===== src/rtl/branch_pc_unit.sv =====
// -----------------------------------------------------------------------------
// branch_pc_unit
//
// Branch resolution and program counter register. It takes the comparison
// stage results for the current instruction, decides whether the instruction
// redirects, computes the next PC and issues a one-cycle flush after every
// taken redirect. A misaligned redirect target freezes the unit in a sticky
// fault state that only reset can clear.
//
// Optional feature (macro BRANCH_STATS_EN):
//   When defined, adds saturating taken / not-taken counters for the
//   conditional branches (beq, bne, blt, bge). When undefined, the counter
//   ports are absent and everything else behaves the same.
//
// Parameters:
//   RESET_PC  PC value loaded on reset.
//   COUNT_W   width of the branch statistics counters (BRANCH_STATS_EN only).
//
// Ports:
//   clk            system clock, rising edge
//   reset          synchronous, active-high reset
//   en             advance enable; 0 stalls and holds all state
//   br_type        000 none, 001 beq, 010 bne, 011 blt, 100 bge,
//                  101 j, 110 jal, 111 jr
//   cmp_ne         comparison difference; nonzero means operands differ
//   cmp_lt         set-less-than result; only bit 0 is significant
//   imm            branch offset in words (sign-extended)
//   jaddr          jump index field
//   jr_target      register target for jr
//   pc             current PC
//   pc_plus4       pc + 4 (jal link value)
//   taken          combinational; the current instruction redirects
//   flush          registered; discard the fetched instruction
//   fault          registered, sticky; a misaligned target was detected
//   taken_cnt      (BRANCH_STATS_EN) taken conditional branches, saturating
//   not_taken_cnt  (BRANCH_STATS_EN) not-taken conditional branches, saturating
// -----------------------------------------------------------------------------
module branch_pc_unit #(
  parameter logic [31:0] RESET_PC = 32'h0000_0000,
  parameter int          COUNT_W  = 16
) (
  input  logic               clk,
  input  logic               reset,
  input  logic               en,
  input  logic [2:0]         br_type,
  input  logic [31:0]        cmp_ne,
  input  logic [31:0]        cmp_lt,
  input  logic [15:0]        imm,
  input  logic [25:0]        jaddr,
  input  logic [31:0]        jr_target,
  output logic [31:0]        pc,
  output logic [31:0]        pc_plus4,
  output logic               taken,
  output logic               flush,
  output logic               fault
`ifdef BRANCH_STATS_EN
  ,
  output logic [COUNT_W-1:0] taken_cnt,
  output logic [COUNT_W-1:0] not_taken_cnt
`endif
);

  // Branch type encodings
  localparam logic [2:0] BR_NONE = 3'b000;
  localparam logic [2:0] BR_BEQ  = 3'b001;
  localparam logic [2:0] BR_BNE  = 3'b010;
  localparam logic [2:0] BR_BLT  = 3'b011;
  localparam logic [2:0] BR_BGE  = 3'b100;
  localparam logic [2:0] BR_J    = 3'b101;
  localparam logic [2:0] BR_JAL  = 3'b110;
  localparam logic [2:0] BR_JR   = 3'b111;

  typedef enum logic [1:0] {
    ST_RUN   = 2'd0,
    ST_FLUSH = 2'd1,
    ST_FAULT = 2'd2
  } state_t;

  state_t      state_reg;
  logic [31:0] pc_reg;
  logic        flush_reg;
  logic        fault_reg;

  logic [31:0] branch_target;
  logic [31:0] jump_target;
  logic [31:0] target;
  logic        cond_hit;   // the br_type condition is satisfied
  logic        is_cond;    // br_type is one of the four conditional branches
  logic        run_active; // a decision is actually made this cycle

  // ---------------------------------------------------------------------------
  // Target arithmetic. All sums wrap modulo 2^32; wrap-around is legal.
  // ---------------------------------------------------------------------------
  assign pc_plus4      = pc_reg + 32'd4;
  assign branch_target = pc_plus4 + {{14{imm[15]}}, imm, 2'b00};
  assign jump_target   = {pc_plus4[31:28], jaddr, 2'b00};

  // ---------------------------------------------------------------------------
  // Branch condition decode and target select
  // ---------------------------------------------------------------------------
  always_comb begin
    cond_hit = 1'b0;
    is_cond  = 1'b0;
    target   = branch_target;
    case (br_type)
      BR_NONE: cond_hit = 1'b0;
      BR_BEQ: begin
        is_cond  = 1'b1;
        cond_hit = (cmp_ne == 32'd0);
      end
      BR_BNE: begin
        is_cond  = 1'b1;
        cond_hit = (cmp_ne != 32'd0);
      end
      BR_BLT: begin
        is_cond  = 1'b1;
        cond_hit = cmp_lt[0];
      end
      BR_BGE: begin
        is_cond  = 1'b1;
        cond_hit = ~cmp_lt[0];
      end
      BR_J, BR_JAL: begin
        cond_hit = 1'b1;
        target   = jump_target;
      end
      BR_JR: begin
        cond_hit = 1'b1;
        target   = jr_target;
      end
      default: cond_hit = 1'b0;
    endcase
  end

  // Only a RUN cycle with en=1 decides; FLUSH squashes the instruction and
  // FAULT / stall cycles never redirect.
  assign run_active = (state_reg == ST_RUN) && en;
  assign taken      = run_active && cond_hit;

  // ---------------------------------------------------------------------------
  // PC / control FSM with registered flush and fault outputs
  // ---------------------------------------------------------------------------
  always_ff @(posedge clk) begin
    if (reset) begin
      state_reg <= ST_RUN;
      pc_reg    <= RESET_PC;
      flush_reg <= 1'b0;
      fault_reg <= 1'b0;
    end else begin
      case (state_reg)
        ST_RUN: begin
          if (en) begin
            if (cond_hit) begin
              if (target[1:0] != 2'b00) begin
                // Misaligned redirect: PC stays on the offending instruction.
                state_reg <= ST_FAULT;
                fault_reg <= 1'b1;
                flush_reg <= 1'b0;
              end else begin
                pc_reg    <= target;
                state_reg <= ST_FLUSH;
                flush_reg <= 1'b1;
              end
            end else begin
              pc_reg <= pc_plus4;
            end
          end
        end
        ST_FLUSH: begin
          // The instruction fetched behind the redirect is squashed; its
          // br_type is ignored and the PC simply advances.
          if (en) begin
            pc_reg    <= pc_plus4;
            state_reg <= ST_RUN;
            flush_reg <= 1'b0;
          end
        end
        ST_FAULT: begin
          fault_reg <= 1'b1;
          flush_reg <= 1'b0;
        end
        default: begin
          // Unreachable encoding: park in the safe, sticky state.
          state_reg <= ST_FAULT;
          fault_reg <= 1'b1;
          flush_reg <= 1'b0;
        end
      endcase
    end
  end

  assign pc    = pc_reg;
  assign flush = flush_reg;
  assign fault = fault_reg;

  // Only bit 0 of the set-less-than result carries information.
  logic unused_cmp_lt;
  assign unused_cmp_lt = ^cmp_lt[31:1];

`ifdef BRANCH_STATS_EN
  // ---------------------------------------------------------------------------
  // Branch statistics: index 0 counts taken, index 1 counts not-taken
  // conditional branches. Exactly one increments per counted cycle.
  // ---------------------------------------------------------------------------
  logic [1:0] cnt_inc;
  assign cnt_inc[0] = run_active && is_cond && cond_hit;
  assign cnt_inc[1] = run_active && is_cond && !cond_hit;

  genvar gi;
  generate
    for (gi = 0; gi < 2; gi++) begin : g_cnt
      logic [COUNT_W-1:0] cnt_reg;

      always_ff @(posedge clk) begin
        if (reset) begin
          cnt_reg <= '0;
        end else if (cnt_inc[gi] && (cnt_reg != {COUNT_W{1'b1}})) begin
          cnt_reg <= cnt_reg + COUNT_W'(1);
        end
      end

      if (gi == 0) begin : g_taken
        assign taken_cnt = cnt_reg;
      end else begin : g_not_taken
        assign not_taken_cnt = cnt_reg;
      end
    end
  endgenerate
`else
  // Without statistics the conditional-class decode and counter width have
  // no consumer.
  logic               unused_is_cond;
  logic [COUNT_W-1:0] unused_count_w;
  assign unused_is_cond = is_cond;
  assign unused_count_w = '0;
`endif

endmodule


===== config.mk =====
export PLATFORM = sky130hd
export DESIGN_NAME = branch_pc_unit
export DESIGN_NICKNAME = d
export VERILOG_FILES = /design/src/rtl/branch_pc_unit.sv
export SDC_FILE = /design/constraint.sdc
export NUM_CORES = 1
export LEC_CHECK = 0
export ABC_AREA = 0
export ABC_CLOCK_PERIOD_IN_PS = 7100
export CORE_ASPECT_RATIO = 0.9
export CORE_MARGIN = 1.5
export CORE_UTILIZATION = 46
export CTS_CLUSTER_DIAMETER = 50
export DETAILED_ROUTE_END_ITERATION = 8
export HOLD_SLACK_MARGIN = 0.08
export PLACE_DENSITY = 0.89
export SYNTH_ARGS = -nofsm -noshare
export SYNTH_HDL_FRONTEND = slang
export SYNTH_SLANG_ARGS = --single-unit

===== constraint.sdc =====
create_clock -name clk -period 7.1 [get_ports clk]
set_clock_uncertainty 0.2 [all_clocks]
set_input_delay 1.42 -clock clk [delete_from_list [all_inputs] [get_ports clk]]
set_output_delay 1.42 -clock clk [all_outputs]
set_load 0.1 [all_outputs]

==> results.json, run 1 <==
{
  "status": "complete, no violations",
  "p_per_area_mw_per_mm2": 198,
  "cts-resized-gates": 0,
  "clockBufferDepth": 2,
  "synth_xor_xnor_area_share": 0.0982,
  "chipWidth_um": 107,
  "yosys.area.top_type": "dfxtp_1",
  "yosys.area_share.simple": 0.247,
  "dieArea_mm2": 0.0103,
  "yosys-mux-area-fraction": 0.0115,
  "place_hpwl_mm": 12.5,
  "rsz0062_at_grt": "no",
  "hold_violations": 0,
  "netlist_top_cells_count": "50 x a21oi_1, 49 x nor2_1, 42 x nand2_1, 38 x o21ai_0",
  "h-tree-depth": 2,
  "fmax_ghz": 0.179,
  "yosysWarnings": 0,
  "worstSkewPairLatency_ns": 0.31,
  "drt_iter0_drc": 419,
  "critPathMaxStageDelay_ns": 1.19,
  "maxCapViolations": 0,
  "dr_wl_met2_mm": 7.74,
  "crit_arrival_ns": 3.96,
  "ios": 211,
  "syn-num-nets": 783,
  "finalSetupViolations": 0,
  "root_buffer": "clkbuf_8",
  "cts_setup_buffers": 0,
  "reg2reg_setup_slack_ns": 2.22,
  "synth_most_common_cell": "a21oi_1",
  "critical_path_class": "flip-flop to primary output",
  "endpoint_kind": "primary output",
  "n_antenna_cell": 0,
  "leakagePower_nw": 2.48,
  "yosysUniqueCellTypes": 67,
  "grt_overflow": 0,
  "cts.clk_slew.worst_paths_ns": 0.08,
  "tritoncts": "done",
  "layout-drive-gt1-share": 0.0407,
  "drc": 0,
  "syn_to_final_growth_pct": 43.5,
  "worstPathCellList": "ha_1, nand3_1, nor2_2, and3_1, nand3_2, nor3_1, and3_1, xor2_1, clkdlybuf4s50_1",
  "core.rowCount": 33,
  "drv_slew": 0,
  "synth_top_cell_area_share": 0.162,
  "synth_compound_area_frac": 0.333,
  "ys_ff_latch": 36,
  "wl_met1_mm": 6.65,
  "power_mw": 1.27,
  "worstPathMaxFanout": 8,
  "grt_max_degree": 40,
  "slew_headroom": 0.223,
  "hold_path.class": "flip-flop to flip-flop",
  "gp_congestion": 0.930,
  "numPortBuffers": 179,
  "cts_sinks": 36,
  "synth-edff-count": 0,
  "holdBufCountCts": 0,
  "cpMostUsedCell": "and3_1",
  "min_period_ns": 5.58,
  "required_ns": 5.48,
  "vias_per_cell": 6.23,
  "grt_pass1_wl_mm": 26.1,
  "top_layer": "met4",
  "grt_pass1_vias": 5292,
  "start_util": 0.482,
  "dp_cells": 875,
  "synth_top_family_by_area": "compound AO/OA/AOI/OAI gates",
  "layout.nets": 941,
  "synth.avg_cell_area_um2": 7.41,
  "synth-adder-area-share": 0.105,
  "core_region_area_mm2": 0.00925,
  "peakVddDrop_mv": 0.149,
  "critical_path.slowest_cell": "clkdlybuf4s50_1",
  "crit_family": "simple AND/OR/NAND/NOR gates",
  "wl_met3_mm": 1.78,
  "detail_route.wl_per_cell_um": 18.9,
  "dieHeight_um": 96.4,
  "tightest_slew_ns": 1.17,
  "finalNonFillerCells": 883,
  "final_min_period_over_clock_period": 0.786,
  "wirelength_mm": 16.7,
  "setup.worst_path.start_class": "flip-flop",
  "synth.area.top_cells": "dfxtp_1 16%, ha_1 10%, a21oi_1 5.6%",
  "cp_num_buf_inv": 1,
  "dr.pass1.iters": 5,
  "syn_inst": 602,
  "largest_reg_flops": 32,
  "cts_buffers": 5,
  "antenna_left": 0,
  "synth_ff_type": "dfxtp_1",
  "grt_antenna_before_repair": 0,
  "async_flop_share": 0,
  "grt_usage": 0.321,
  "syn-cell-area_mm2": 0.00446,
  "vias": 5498,
  "yosysSeqAreaShare": 0.162,
  "setup_tns_ns": 0,
  "fillers": 778
}
[layout make-up]
| type | count | area [um^2] | share of cell area |
|---|---|---|---|
| clock buffers | 6 | 82.6 | 0.0129 |
| well taps | 122 | 153 | 0.0239 |
| inverters | 13 | 48.8 | 0.00763 |
| multi-input cells | 519 | 3550 | 0.554 |
| clock inverters | 2 | 13.8 | 0.00215 |
| repair buffers | 185 | 1830 | 0.287 |
| flip-flops and latches | 36 | 721 | 0.113 |
[power breakdown]
| part | switching (mW) | internal, mW |
|---|---|---|
| Combinational | 0.568 | 0.274 |
| Sequential | 0.0347 | 0.223 |
| Clock | 0.0882 | 0.0796 |
[kinds of logic after synthesis]
| kind of cell | count (synthesis) |
|---|---|
| AOI/OAI and AO/OA | 216 |
| xor gates and xnor gates | 50 |
| adders and majority gates | 37 |
| buffers and inverters | 47 |
| DFF | 36 |
| muxes | 5 |
| and+or+nand+nor | 211 |
[tightest hold or removal path, delay by kind of cell (launching register included)]
kind	cells	cell delay [ns]
AND/OR/NAND/NOR	1	0.08
AO/OA/AOI/OAI	1	0.05
flip-flops	1	0.33
[through the flow]
stage	hold WS, ns	cell area, um^2	utilization	worst slack (ns)
3_3_place_gp	0.276	6300	0.681	1.64
6_report	0.296	6400	0.692	1.52
3_5_place_dp	0.278	6300	0.681	1.55
2_1_floorplan	0.287	4460	-	0.583
4_1_cts	0.298	6400	0.692	1.53
5_1_grt	0.344	6400	0.692	1.27
[final timing paths]
check	depth (start not counted)	startpoint	to
max	9	pc[2]$_SDFFE_PP0P_	pc_plus4[24]
min	2	fault$_SDFFE_PP0P_	fault$_SDFFE_PP0P_
max reg2reg	18	pc[2]$_SDFFE_PP0P_	pc[31]$_SDFFE_PP0P_
min reg2reg	2	fault$_SDFFE_PP0P_	fault$_SDFFE_PP0P_
[metal layers]
metal | global-route usage | vias up
li1 | - | 2597
met1 | 0.388 | 2513
met2 | 0.565 | 339
met3 | 0.0637 | 49
met4 | 0.123 | 0
met5 | 0 | -
[layout by cell type, fill, tap and decap left out, types with 4 or more instances in the layout]
cell type | synthesis | routed
a221oi_1 | 6 | 6
clkbuf_8 | 0 | 6
nor3b_1 | 9 | 9
nor2_1 | 49 | 49
ha_1 | 36 | 36
a22oi_1 | 13 | 13
a32oi_1 | 5 | 5
inv_1 | 13 | 13
dfxtp_1 | 36 | 36
nor4_1 | 13 | 13
o211ai_1 | 12 | 12
o21ai_0 | 38 | 38
o21bai_1 | 7 | 7
and3_1 | 14 | 14
nand3_1 | 21 | 21
or3_1 | 7 | 7
a221o_1 | 12 | 12
nand4_1 | 8 | 8
nand3b_1 | 4 | 4
nor3_1 | 18 | 18
buf_4 | 2 | 7
clkdlybuf4s50_1 | 0 | 178
mux2i_1 | 4 | 4
nor2b_1 | 6 | 6
xor2_1 | 22 | 22
and2_1 | 4 | 4
a21o_1 | 20 | 20
a31oi_1 | 8 | 8
o21a_1 | 7 | 7
a21oi_1 | 50 | 50
xnor2_1 | 28 | 28
a211oi_1 | 9 | 9
nand2_1 | 42 | 42
nand2b_1 | 4 | 4
No activity file was read; power rests on OpenSTA's default activity.
==> run 2: changes to the inputs <==
Settings changed: ABC_CLOCK_PERIOD_IN_PS 7100 to 5050, CORE_UTILIZATION 46 to 38, PLACE_DENSITY 0.89 to 0.78.
Clock period 7.1 ns to 5.05 ns, I/O delays scaled along.
==> run 2 against run 1 <==
Against the previous run: hold slack improved by 0.0026 ns; final area rose by 8.2%; count of clock-buffer cells in the layout rose by 1; highest routed layer unchanged; sequential power rose by 47%; utilization fell by 8.6 points; sequential share of layout area fell by 0.67 points; cell count rose by 5.0%; critical path type is now flip-flop to flip-flop; critical endpoint is now pc[31]$_SDFFE_PP0P_.
==> results.json, run 2 (synthesis gave the netlist of run 1 again) <==
{
  "cts_buffers": 5,
  "crit_arrival_ns": 4.68,
  "rsz0062_at_grt": "no",
  "start_util": 0.390,
  "antenna_left": 0,
  "grt_overflow": 0,
  "r2r_start": "pc[2]$_SDFFE_PP0P_",
  "worstPathMaxFanout": 8,
  "leakagePower_nw": 2.74,
  "drc": 0,
  "crit_start": "pc[2]$_SDFFE_PP0P_",
  "min_period_ns": 4.68,
  "syn_to_final_growth_pct": 55.3,
  "critPathMaxStageDelay_ns": 0.42,
  "slew_headroom": 0.320,
  "cts.clk_slew.worst_paths_ns": 0.06,
  "cp_num_buf_inv": 0,
  "hold_path.class": "flip-flop to flip-flop",
  "vias": 5420,
  "required_ns": 5.06,
  "min_to": "fault$_SDFFE_PP0P_",
  "finish.utilization": 0.606,
  "dp_cells": 919,
  "top_layer": "met4",
  "largest_reg_flops": 32,
  "fmax_ghz": 0.214,
  "gp_congestion": 0.963,
  "layout.nets": 951,
  "status": "complete, no violations",
  "grt_max_degree": 33,
  "setup.worst_path.start_class": "flip-flop",
  "n_antenna_cell": 0,
  "dieHeight_um": 106,
  "dieArea_mm2": 0.0124,
  "grt_usage": 0.273,
  "hold_violations": 0,
  "ios": 211,
  "holdBufCountCts": 0,
  "final_min_period_over_clock_period": 0.926,
  "chipWidth_um": 117,
  "dr_wl_met2_mm": 7.75,
  "p_seq_frac": 0.191,
  "core.rowCount": 37,
  "fillers": 1015,
  "tritoncts": "done",
  "layout_common_cells": "157 x clkdlybuf4s50_1, 50 x a21oi_1, 49 x nor2_1",
  "switchingPower_mw": 0.988,
  "wl_met3_mm": 1.32,
  "p_int_mw": 0.988,
  "numPortBuffers": 179,
  "swShare": 0.500,
  "min_from": "fault$_SDFFE_PP0P_",
  "drt_iter0_drc": 374,
  "place_hpwl_mm": 13.3,
  "reg2reg_depth": 18,
  "critical_path.slowest_cell": "dfxtp_2",
  "grt_antenna_before_repair": 0,
  "wirelength_mm": 16.6,
  "critical_path_class": "flip-flop to flip-flop",
  "vias_per_cell": 5.85,
  "multiInputGateArea_mm2": 0.00388,
  "core_region_area_mm2": 0.0114,
  "whs_path_depth": 2,
  "clockBufferDepth": 2,
  "wl_met1_mm": 7.06,
  "tightest_slew_ns": 1.02,
  "layout-drive-gt1-share": 0.126,
  "root_buffer": "clkbuf_16",
  "p_comb_frac": 0.615,
  "final_common_cell": "clkdlybuf4s50_1",
  "endpoint_kind": "flip-flop",
  "grt_pass1_vias": 5496,
  "r2r_end": "pc[31]$_SDFFE_PP0P_",
  "drv_slew": 0,
  "h-tree-depth": 2,
  "finalNonFillerCells": 927,
  "detail_route.wl_per_cell_um": 17.9,
  "cts_sinks": 36,
  "worstSkewPairLatency_ns": 0.28,
  "seq_area_um2": 733,
  "p_clk_frac": 0.194,
  "finalSetupViolations": 0,
  "reg2reg_setup_slack_ns": 0.37,
  "dr.pass1.iters": 5,
  "grt_pass1_wl_mm": 27.2,
  "peakVddDrop_mv": 0.196,
  "crit_family": "simple AND/OR/NAND/NOR gates",
  "p_per_area_mw_per_mm2": 285,
  "maxCapViolations": 0,
  "worstPathCellList": "ha_1, nand3_1, nor2_2, and3_2, nand3_2, nor3_1, and3_1, xor2_4, ha_1, a21oi_1, o21bai_1, a21oi_1, a21boi_0, a41o_1, mux2_2, a311oi_1, a41oi_1, o22ai_1"
}
==> run 2: worst max-delay path by stage <==
stage | slack (ns) | end | depth (start not counted)
after detailed placement | 0.38 | pc[31]$_SDFFE_PP0P_ | 18
after global routing | 0.06 | pc[31]$_SDFFE_PP0P_ | 17
after floorplan | -0.30 | pc[31]$_SDFFE_PP0P_ | 15
final | 0.37 | pc[31]$_SDFFE_PP0P_ | 18
after CTS | 0.34 | pc[31]$_SDFFE_PP0P_ | 18
after global placement | 0.53 | pc[31]$_SDFFE_PP0P_ | 18
==> run 2: through the flow <==
step           cell area, um^2  total power, mW  setup WS [ns]  hold WS [ns]  TNS [ns]
2_1_floorplan             4810             1.25         -0.298         0.305    -0.413
3_5_place_dp              6740             1.58          0.381         0.296         0
6_report                  6920             1.98          0.373         0.299         0
3_3_place_gp              6740             1.57          0.526         0.279         0
4_1_cts                   6920             1.97          0.341         0.310         0
5_1_grt                   6920             2.07         0.0597         0.325         0
==> run 2: routing by layer <==
metal  vias up  track usage
met1      2516        0.356
li1       2623            -
met5         -            0
met2       237        0.450
met3        44       0.0500
met4         0       0.0921
==> run 2: power by group through the flow <==
stage	combinational, mW	sequential [mW]	clock, mW
CTS	1.21	0.377	0.385
floorplan	0.668	0.581	0
finish	1.21	0.378	0.383
global placement	1.19	0.381	0
detailed placement	1.20	0.383	0
global route	1.29	0.384	0.398
==> run 2: tightest hold or removal path, cell delays in order, from the launching register on <==
cell	delay [ns]
dfxtp_1	0.33
a211oi_1	0.05
nor2_1	0.07
==> run 2: final cells by class <==
class	instances	share of cell area
timing repair buffer	195	0.272
inverter	13	0.00705
tap	156	0.0282
clock inverter	1	0.00434
clock buffer	7	0.0220
multi-input combinational	519	0.561
sequential	36	0.106
==> run 2: timing repair <==
action	4_1_cts	5_1_grt
setup endpoints to repair	0	1
setup buffers	0	0
resized for setup	0	1
endpoints found under the hold margin	0	0
==> run 3: changes to the inputs <==
Settings changed: ABC_CLOCK_PERIOD_IN_PS 5050 to 4000.
Clock period 5.05 ns to 4 ns, I/O delays scaled along.
==> run 3 against run 2 <==
Against the previous run: sequential power up 32%; via count up 5.0%; final area up 14%; register-to-register slack worse by 0.25 ns; count of clock-buffer cells in the layout unchanged; sequential cell count unchanged; first-iteration DRC count up 3.2%; cell count up 3.7%; global-route usage up 0.74 points; critical endpoint is now taken; die area unchanged; combinational power up 41%.
==> results.json, run 3 (synthesis gave the netlist of run 1 again) <==
{
  "antenna_left": 0,
  "tritoncts": "done",
  "drc": 0,
  "vias": 5693,
  "critical_path.slowest_cell": "clkdlybuf4s50_1",
  "leakagePower_nw": 3.09,
  "syn_to_final_growth_pct": 76.8,
  "grt_antenna_before_repair": 0,
  "critPathMaxStageDelay_ns": 0.45,
  "dieHeight_um": 106,
  "wl_met1_mm": 7.71,
  "setup_tns_ns": 0,
  "place_hpwl_mm": 14.0,
  "wl_met3_mm": 1.47,
  "holdBufCountCts": 0,
  "hold_path.class": "flip-flop to flip-flop",
  "dieArea_mm2": 0.0124,
  "worstPathMaxFanout": 3,
  "finish.utilization": 0.690,
  "cts.clk_slew.worst_paths_ns": 0.06,
  "root_buffer": "clkbuf_16",
  "tightest_slew_ns": 1.02,
  "largest_reg_flops": 32,
  "core_region_area_mm2": 0.0114,
  "cts_buffers": 5,
  "critical_path_class": "input pin to primary output",
  "chipWidth_um": 117,
  "status": "complete, no violations",
  "dp_slack_ns": -0.0870,
  "drt_iter0_drc": 386,
  "drv_slew": 0,
  "p_per_area_mw_per_mm2": 328,
  "peakVddDrop_mv": 0.299,
  "fmax_ghz": 0.253,
  "top_layer": "met4",
  "clockBufferDepth": 2,
  "n_antenna_cell": 0,
  "h-tree-depth": 2,
  "finalSetupViolations": 0,
  "grt_pass1_wl_mm": 27.4,
  "worstSkewPairLatency_ns": 0.28,
  "grt_usage": 0.281,
  "worstPathCellList": "clkdlybuf4s50_1, nor4_2, nand2_1, nor4_4, mux2i_2, and3_4, nor3b_4, buf_12",
  "wirelength_mm": 18.2,
  "crit_arrival_ns": 2.95,
  "gp_congestion": 0.889,
  "dp_cells": 944,
  "core.rowCount": 37,
  "min_period_ns": 3.95,
  "grt_max_degree": 38,
  "grt_overflow": 0,
  "numPortBuffers": 179,
  "maxCapViolations": 0,
  "detail_route.wl_per_cell_um": 18.9,
  "dr.pass1.iters": 5,
  "ios": 211,
  "hold_violations": 0,
  "grt_pass1_vias": 5405,
  "vias_per_cell": 5.92,
  "reg2reg_setup_slack_ns": 0.12,
  "fin_ws_ns": 0.0452,
  "final_common_cell": "clkdlybuf4s50_1",
  "layout_common_cells": "143 x clkdlybuf4s50_1, 63 x buf_4, 44 x a21oi_1, 44 x nor2_1, 40 x nand2_1",
  "cts_sinks": 36,
  "finalNonFillerCells": 961,
  "required_ns": 3.00,
  "fillers": 899,
  "setup.worst_path.start_class": "input pin",
  "power_mw": 2.59,
  "start_util": 0.390,
  "final_min_period_over_clock_period": 0.989,
  "slew_headroom": 0.319,
  "dr_wl_met2_mm": 8.80,
  "layout-drive-gt1-share": 0.258,
  "endpoint_kind": "primary output",
  "layout.nets": 985
}
## run 3: cell types whose count changed in the layout (fill, tap and decap cells not counted), moves of 8 or more
cell	change
buf_12	+15
buf_4	+27
clkdlybuf4s50_1	-14
dfxtp_1	-14
dfxtp_2	-8
dfxtp_4	+22
ha_1	-11
ha_4	+10
## run 3: per-layer routing
metal,track usage,up-vias
met5,0,-
met4,0.0645,0
met3,0.0351,19
met2,0.463,266
met1,0.387,2709
li1,-,2699
## run 3: stage by stage
| step | cell area (um^2) | hold WS (ns) |
|---|---|---|
| floorplan | 5250 | 0.339 |
| global placement | 7520 | 0.274 |
| detailed placement | 7520 | 0.289 |
| CTS | 7660 | 0.306 |
| global route | 7890 | 0.345 |
| finish | 7890 | 0.298 |
## run 3: repair_timing
item,in CTS,in global routing
cloned,0,0
setup buffers,1,8
setup endpoints to repair,4,16
resized for setup,1,33
pin swaps,2,13
## run 3: worst paths after layout
path         depth (start not counted)             endpoint                from
min reg2reg                          2   fault$_SDFFE_PP0P_  fault$_SDFFE_PP0P_
max                                  8                taken          cmp_ne[13]
min                                  2   fault$_SDFFE_PP0P_  fault$_SDFFE_PP0P_
max reg2reg                         17  pc[29]$_SDFFE_PP0P_  pc[3]$_SDFFE_PP0P_
## run 3: final cells by class
cell class	instances	area (um^2)	area share
Clock buffer	7	133	0.0168
Clock inverter	1	3.75	0.000476
Inverter	13	48.8	0.00619
Multi-Input combinational cell	519	4380	0.555
Sequential cell	36	806	0.102
Tap cell	156	195	0.0248
Timing Repair Buffer	229	2320	0.294
## run 3: report_power, final
| group | switching (mW) | internal [mW] |
|---|---|---|
| logic | 1.07 | 0.636 |
| clock network | 0.152 | 0.229 |
| registers | 0.0956 | 0.402 |
| total | 1.32 | 1.27 |
## run 3: critical path: cells and delay by family
kind                   cells  cell delay, ns
buffers and inverters      2            0.65
multiplexers               1            0.31
AND/OR/NAND/NOR            5            1.18
